==> config.mk <==
export PLATFORM = sky130hd
export DESIGN_NAME = rx_watchdog_mc
export DESIGN_NICKNAME = d
export VERILOG_FILES = /design/src/rtl/rx_watchdog_mc.sv
export SDC_FILE = /design/constraint.sdc
export NUM_CORES = 1
export LEC_CHECK = 0
export ABC_AREA = 1
export CORE_UTILIZATION = 40
export DETAILED_ROUTE_END_ITERATION = 6
export GPL_TIMING_DRIVEN = 1
export PLACE_DENSITY = 0.65
export SLEW_MARGIN = 30
export SYNTH_ARGS = -nofsm -noshare
export SYNTH_HDL_FRONTEND = slang
export SYNTH_SLANG_ARGS = --single-unit
==> constraint.sdc <==
create_clock -name clock -period 5.3 [get_ports clock]
set_input_delay 1.06 -clock clock [delete_from_list [all_inputs] [get_ports clock]]
set_output_delay 1.06 -clock clock [all_outputs]
set_load 0.01 [all_outputs]
==> src/rtl/rx_watchdog_mc.sv <==
// rx_watchdog_mc: multi-channel receive-path watchdog.
// Raises a bounded reset pulse toward the dot11 core when a decoded SIGNAL
// length is over the limit, or when antenna channels show persistent DC/stuck IQ.
// Optional build macro RX_WATCHDOG_CNT_EN: when defined, rst_count holds a
// saturating count of issued pulses; when undefined, rst_count is tied to 0.
module rx_watchdog_mc #(
    parameter int NUM_CH          = 2,
    parameter int IQ_DATA_WIDTH   = 16,
    parameter int DC_WIN_LOG2     = 5,
    parameter int RST_PULSE_LEN   = 4,
    parameter int HOLDOFF_SAMPLES = 64
) (
    input  logic                            clock,
    input  logic                            reset,
    input  logic                            enable,
    input  logic [NUM_CH*2*IQ_DATA_WIDTH-1:0] sample_in,
    input  logic                            sample_in_strobe,
    input  logic [NUM_CH-1:0]               ch_mask,
    input  logic                            dc_any_mode,
    input  logic [15:0]                     signal_len,
    input  logic                            sig_valid,
    input  logic [15:0]                     max_signal_len_th,
    input  logic [7:0]                      dc_running_sum_th,
    output logic                            receiver_rst,
    output logic [1:0]                      rst_cause,
    output logic [15:0]                     rst_count
);

    localparam int ACC_W  = DC_WIN_LOG2 + 2;
    localparam int CMP_W  = ((ACC_W > 8) ? ACC_W : 8) + 1;
    localparam int PCNT_W = $clog2(RST_PULSE_LEN + 1);
    localparam int HCNT_W = $clog2(HOLDOFF_SAMPLES + 1);
    localparam int W2     = 2 * IQ_DATA_WIDTH;

    typedef enum logic [1:0] {
        ST_MONITOR = 2'd0,
        ST_PULSE   = 2'd1,
        ST_HOLDOFF = 2'd2
    } state_t;

    // MSB=0 (including zero) maps to +1, MSB=1 maps to -1.
    function automatic logic signed [ACC_W-1:0] sign_of(input logic msb);
        if (msb) return '1;
        return {{(ACC_W-1){1'b0}}, 1'b1};
    endfunction

    // Magnitude of a signed sum, widened so it compares cleanly with the 8-bit threshold.
    function automatic logic [CMP_W-1:0] mag(input logic signed [ACC_W-1:0] v);
        logic [ACC_W-1:0] u;
        u = v[ACC_W-1] ? ACC_W'(-v) : ACC_W'(v);
        return CMP_W'(u);
    endfunction

    state_t                    state_q, state_d;
    logic [PCNT_W-1:0]         pcnt_q, pcnt_d;
    logic [HCNT_W-1:0]         hcnt_q, hcnt_d;
    logic [1:0]                cause_q, cause_d;
    logic                      rst_q, rst_d;
    logic [DC_WIN_LOG2-1:0]    win_q, win_d;
    logic signed [ACC_W-1:0]   acc_i_q [NUM_CH];
    logic signed [ACC_W-1:0]   acc_q_q [NUM_CH];
    logic signed [ACC_W-1:0]   acc_i_d [NUM_CH];
    logic signed [ACC_W-1:0]   acc_q_d [NUM_CH];
    logic signed [ACC_W-1:0]   sum_i   [NUM_CH];
    logic signed [ACC_W-1:0]   sum_q   [NUM_CH];
    logic [NUM_CH-1:0]         trip;
    logic [CMP_W-1:0]          th_ext;
    logic                      mon_active, win_done, dc_hit, dc_trig, len_trig, fire;
    logic                      unused_sample_bits;

    // Only the sign bits of the samples are used.
    assign unused_sample_bits = ^sample_in;

    assign th_ext     = CMP_W'(dc_running_sum_th);
    assign mon_active = (state_q == ST_MONITOR) && enable;
    assign win_done   = mon_active && sample_in_strobe && (&win_q);
    assign dc_hit     = dc_any_mode ? (|(trip & ch_mask))
                                    : ((|ch_mask) && (&(trip | ~ch_mask)));
    assign dc_trig    = win_done && (dc_running_sum_th != 8'd0) && dc_hit;
    assign len_trig   = mon_active && sig_valid && (max_signal_len_th != 16'd0) &&
                        (signal_len > max_signal_len_th);
    assign fire       = (state_q == ST_MONITOR) && (len_trig || dc_trig);

    // Per-channel sign accumulation and end-of-window trip evaluation.
    always_comb begin
        trip  = '0;
        win_d = win_q;
        if (!mon_active)
            win_d = '0;
        else if (sample_in_strobe)
            win_d = win_q + 1'b1;
        for (int c = 0; c < NUM_CH; c++) begin
            sum_i[c] = acc_i_q[c] + sign_of(sample_in[c*W2 + W2 - 1]);
            sum_q[c] = acc_q_q[c] + sign_of(sample_in[c*W2 + IQ_DATA_WIDTH - 1]);
            trip[c]  = (mag(sum_i[c]) >= th_ext) || (mag(sum_q[c]) >= th_ext);
            acc_i_d[c] = acc_i_q[c];
            acc_q_d[c] = acc_q_q[c];
            if (!mon_active || win_done) begin
                acc_i_d[c] = '0;
                acc_q_d[c] = '0;
            end else if (sample_in_strobe) begin
                acc_i_d[c] = sum_i[c];
                acc_q_d[c] = sum_q[c];
            end
        end
    end

    // Watchdog FSM: monitor, fixed-length pulse, strobe-counted holdoff.
    always_comb begin
        state_d = state_q;
        pcnt_d  = pcnt_q;
        hcnt_d  = hcnt_q;
        cause_d = cause_q;
        case (state_q)
            ST_MONITOR: begin
                if (fire) begin
                    state_d = ST_PULSE;
                    pcnt_d  = '0;
                    cause_d = {dc_trig, len_trig};
                end
            end
            ST_PULSE: begin
                if (pcnt_q == PCNT_W'(RST_PULSE_LEN - 1)) begin
                    state_d = ST_HOLDOFF;
                    hcnt_d  = '0;
                end else begin
                    pcnt_d = pcnt_q + 1'b1;
                end
            end
            ST_HOLDOFF: begin
                if (sample_in_strobe) begin
                    if (hcnt_q == HCNT_W'(HOLDOFF_SAMPLES - 1))
                        state_d = ST_MONITOR;
                    else
                        hcnt_d = hcnt_q + 1'b1;
                end
            end
            default: state_d = ST_MONITOR;
        endcase
        rst_d = (state_d == ST_PULSE);
    end

    // State, counters, accumulators and the registered reset output.
    always_ff @(posedge clock or posedge reset) begin
        if (reset) begin
            state_q <= ST_MONITOR;
            pcnt_q  <= '0;
            hcnt_q  <= '0;
            cause_q <= '0;
            rst_q   <= 1'b0;
            win_q   <= '0;
            for (int c = 0; c < NUM_CH; c++) begin
                acc_i_q[c] <= '0;
                acc_q_q[c] <= '0;
            end
        end else begin
            state_q <= state_d;
            pcnt_q  <= pcnt_d;
            hcnt_q  <= hcnt_d;
            cause_q <= cause_d;
            rst_q   <= rst_d;
            win_q   <= win_d;
            for (int c = 0; c < NUM_CH; c++) begin
                acc_i_q[c] <= acc_i_d[c];
                acc_q_q[c] <= acc_q_d[c];
            end
        end
    end

    assign receiver_rst = rst_q;
    assign rst_cause    = cause_q;

`ifdef RX_WATCHDOG_CNT_EN
    function automatic logic [15:0] sat_inc(input logic [15:0] v);
        return (v == 16'hFFFF) ? v : v + 16'd1;
    endfunction

    logic [15:0] cnt_q, cnt_d;

    // Next pulse count, saturating.
    always_comb begin
        cnt_d = cnt_q;
        if (fire)
            cnt_d = sat_inc(cnt_q);
    end

    // Pulse counter register.
    always_ff @(posedge clock or posedge reset) begin
        if (reset)
            cnt_q <= '0;
        else
            cnt_q <= cnt_d;
    end

    assign rst_count = cnt_q;
`else
    assign rst_count = '0;
`endif

endmodule
==> impl_metrics.toml <==
[die]
io_pins = 131
dieArea_um2 = 12410
die_h_um = 111.4
start_util_pct = 41.57
die_w_um = 111.4
num_rows = 39
core_um2 = 11520

[power_and_ir_drop]
p_clk_share_pct = 18.7
power.net_switching_w = 0.0008630
total_leakage_power_nw = 3.058
power.density_nw_per_um2 = 355.9
p_seq_share_pct = 25.4
switching_share_pct = 43.38
ir_worst_vdd_mv = 0.1854
p_comb_share_pct = 55.9
p_int_w = 0.001126

[synth]
ys_warn_count = 0
yosysSeqAreaShare_pct = 25.09
synth.largest_area_cell = "dfrtp_1"
synth_cell_types = 38
netlist_instances = 655
netlist.area_leader.share_pct = 25.09
synth_edf_count = 0
netlist_area_um2 = 4787
ys_ff_latch = 48
ys_async_sr_fraction_pct = 100.0
synth_area_leaders = "dfrtp_1 25%, ha_1 19%, nand2_1 12%"
syn_area_per_cell_um2 = 7.309
ys.flop_type = "dfrtp_1"

[sta]
tightest_slew_ns = 0.6100
clock_skew_ns = 0.004515
min_period_ns = 4.491
rsz0062_at_grt = "false"
tns_ns = 0
slew_headroom_pct = 59.33
timing.final.hold_violations = 0
setup_violations = 0
post-route-period-util_pct = 84.73
fmax_mhz = 222.7
finalMaxSlewViolations = 0

[critical_path]
cp.buffers_inverters = 4
criticalPathCategory = "in -> reg"
cpLargestDelayFamily = "simple AND/OR/NAND/NOR gates"
crit_fanout = 7
crit_required_ns = 5.48
crit_top_cell = "nand2_1"
crit_path_end_kind = "register"
path_depth = 26
crit_arrival_ns = 4.67
start_kind = "input port"
r2r_cells = 25
cp_slowest_cell = "clkdlybuf4s50_1"
slowest_delay_ns = 0.65

[global_routing]
overflow = 0
grt_pass1_vias = 4180
grt_start_max_net_pins = 49
grt_pass1_wl_um = 17990
antenna_found_initial = 0
grt_usage_pct = 17.43

[clock_tree]
ctsHoldBuffers = 0
clock_sinks = 48
numCtsBuffers = 5
clk_path_buf_depth = 2
cts_root_buffer = "clkbuf_16"
post_cts_buffers = 0
cts_tree = "built"
clk_latency_ns = 0.29
ctsResizeCount = 0
htree_levels = 2
clkTransAtPathRegs_ns = 0.07

[routing]
vias_per_cell = 4.832
drt_pre_antenna_iters = 6
wire_per_inst_um = 11.93
ant_nets = 0
drtIter0Drc = 175
drc = 24
via_count = 4136
wl_um = 10220

[min_path]
min_path_cells = 2
worstHoldPathType = "reg -> reg"

[placement]
io_buffers = 54
place.detailed.hpwl_um = 8091
gp_congestion = 0.8095

[cells_and_area]
final_util_pct = 48.54
multi_input_area_um2 = 3023
nFillCells = 1124
final_common_cell = "nand2_1"
nets = 901
register_area_um2 = 1201
area_delta_synth_final_pct = 16.78
diodes = 0
drive_gt1_share_pct = 6.452
mostFrequentLayoutCells = "150 x nand2_1, 118 x inv_1, 73 x ha_1, 54 x clkdlybuf4s50_1, 48 x dfrtp_1"

[status]
status = "complete, but fails checks"
failed_checks = "DRC"

[run]
drv_cap = 0
## power by group through the flow
stage / Combinational (W) / Sequential [W] / Clock (W)
floorplan: 0.000879 / 0.000499 / 0
CTS: 0.00112 / 0.000504 / 0.000384
detailed placement: 0.00111 / 0.000512 / 0
finish: 0.00111 / 0.000505 / 0.000373
global placement: 0.00107 / 0.000506 / 0
global route: 0.00130 / 0.000515 / 0.000397
## kinds of logic after synthesis
family          synth area share [%]
other cells                  0.07834
simple gates                   24.54
buf+inv                        12.94
flops                          25.09
xor+xnor                       6.168
compound gates                 10.43
fa+ha+maj                      20.75
## worst min-delay path: stages (launching register included)
cell     delay [ns]
dfrtp_1        0.35
nand2_1        0.05
nand2_1        0.05
## cells in the mapped netlist (2+ instances only)
| cell type | count |
|---|---|
| a21oi_1 | 31 |
| a21oi_2 | 5 |
| and2_1 | 2 |
| and3_1 | 3 |
| buf_4 | 16 |
| buf_6 | 3 |
| clkbuf_1 | 2 |
| dfrtp_1 | 48 |
| fa_1 | 4 |
| ha_1 | 73 |
| inv_1 | 119 |
| inv_2 | 3 |
| nand2_1 | 150 |
| nand2_2 | 5 |
| nand3_1 | 35 |
| nand3b_1 | 3 |
| nand4_1 | 8 |
| nor2_1 | 40 |
| nor2_2 | 2 |
| nor3_1 | 7 |
| nor4_1 | 4 |
| o21ai_0 | 24 |
| o21ai_1 | 8 |
| o21ai_2 | 10 |
| o22ai_1 | 4 |
| or2_2 | 5 |
| xnor2_1 | 11 |
| xnor2_2 | 2 |
| xor2_1 | 19 |
## registers in the layout (all words and copies together), names as in the netlist
name / cells
acc_q_q: 14
rst_cause: 2
receiver_rst: 1
acc_i_q: 14
hcnt_q: 7
state_q: 2
pcnt_q: 3
win_q: 5
## final timing paths
path | from | to | slack [ns]
max | sample_in[47] | pcnt_q[0]$_DFFE_PP0P_ | 0.81
min | rst_cause[0]$_DFFE_PP0P_ | rst_cause[0]$_DFFE_PP0P_ | 0.49
max reg2reg | acc_q_q[0]$_DFFE_PP0P_ | pcnt_q[0]$_DFFE_PP0P_ | 1.81
min reg2reg | rst_cause[0]$_DFFE_PP0P_ | rst_cause[0]$_DFFE_PP0P_ | 0.49
max in group asynchronous | reset | acc_q_q[1]$_DFFE_PP0P_ | 3.69
min in group asynchronous | reset | pcnt_q[1]$_DFFE_PP0P_ | 1.20
## stage by stage
| stage | setup WS [ns] | cell area [um2] | hold WS, ns | total power, W | cells |
|---|---|---|---|---|---|
| 6_report | 0.8093 | 5590 | 0.4865 | 0.001989 | 856 |
| 5_1_grt | 0.4555 | 5590 | 0.5175 | 0.002213 | 856 |
| 4_1_cts | 0.8261 | 5590 | 0.4880 | 0.002013 | 856 |
| 3_5_place_dp | 0.5376 | 5419 | 0.4687 | 0.001624 | 848 |
| 3_3_place_gp | 0.6323 | 5416 | 0.4544 | 0.001575 | 848 |
| 2_1_floorplan | 1.689 | 4843 | 0.4570 | 0.001379 | 670 |
## area by class of cell
cell class                      count  share of cell area, %
Sequential cell                    48                  21.49
Timing Repair Buffer               56                  9.937
Clock buffer                        5                  2.238
Tap cell                          143                  3.201
Multi-Input combinational cell    479                  54.07
Inverter                          122                  8.236
Clock inverter                      3                 0.8281
## metal layers
layer  vias to the layer above  GRT usage (%)  share of wire (%)
li1                       2174              -                  -
met1                      1876          21.92                 47
met2                        78          31.37                 47
met3                         8          2.341                4.9
met4                         0          4.505                1.1
met5                         -              0                  0
(Power assumes the default switching activity.)
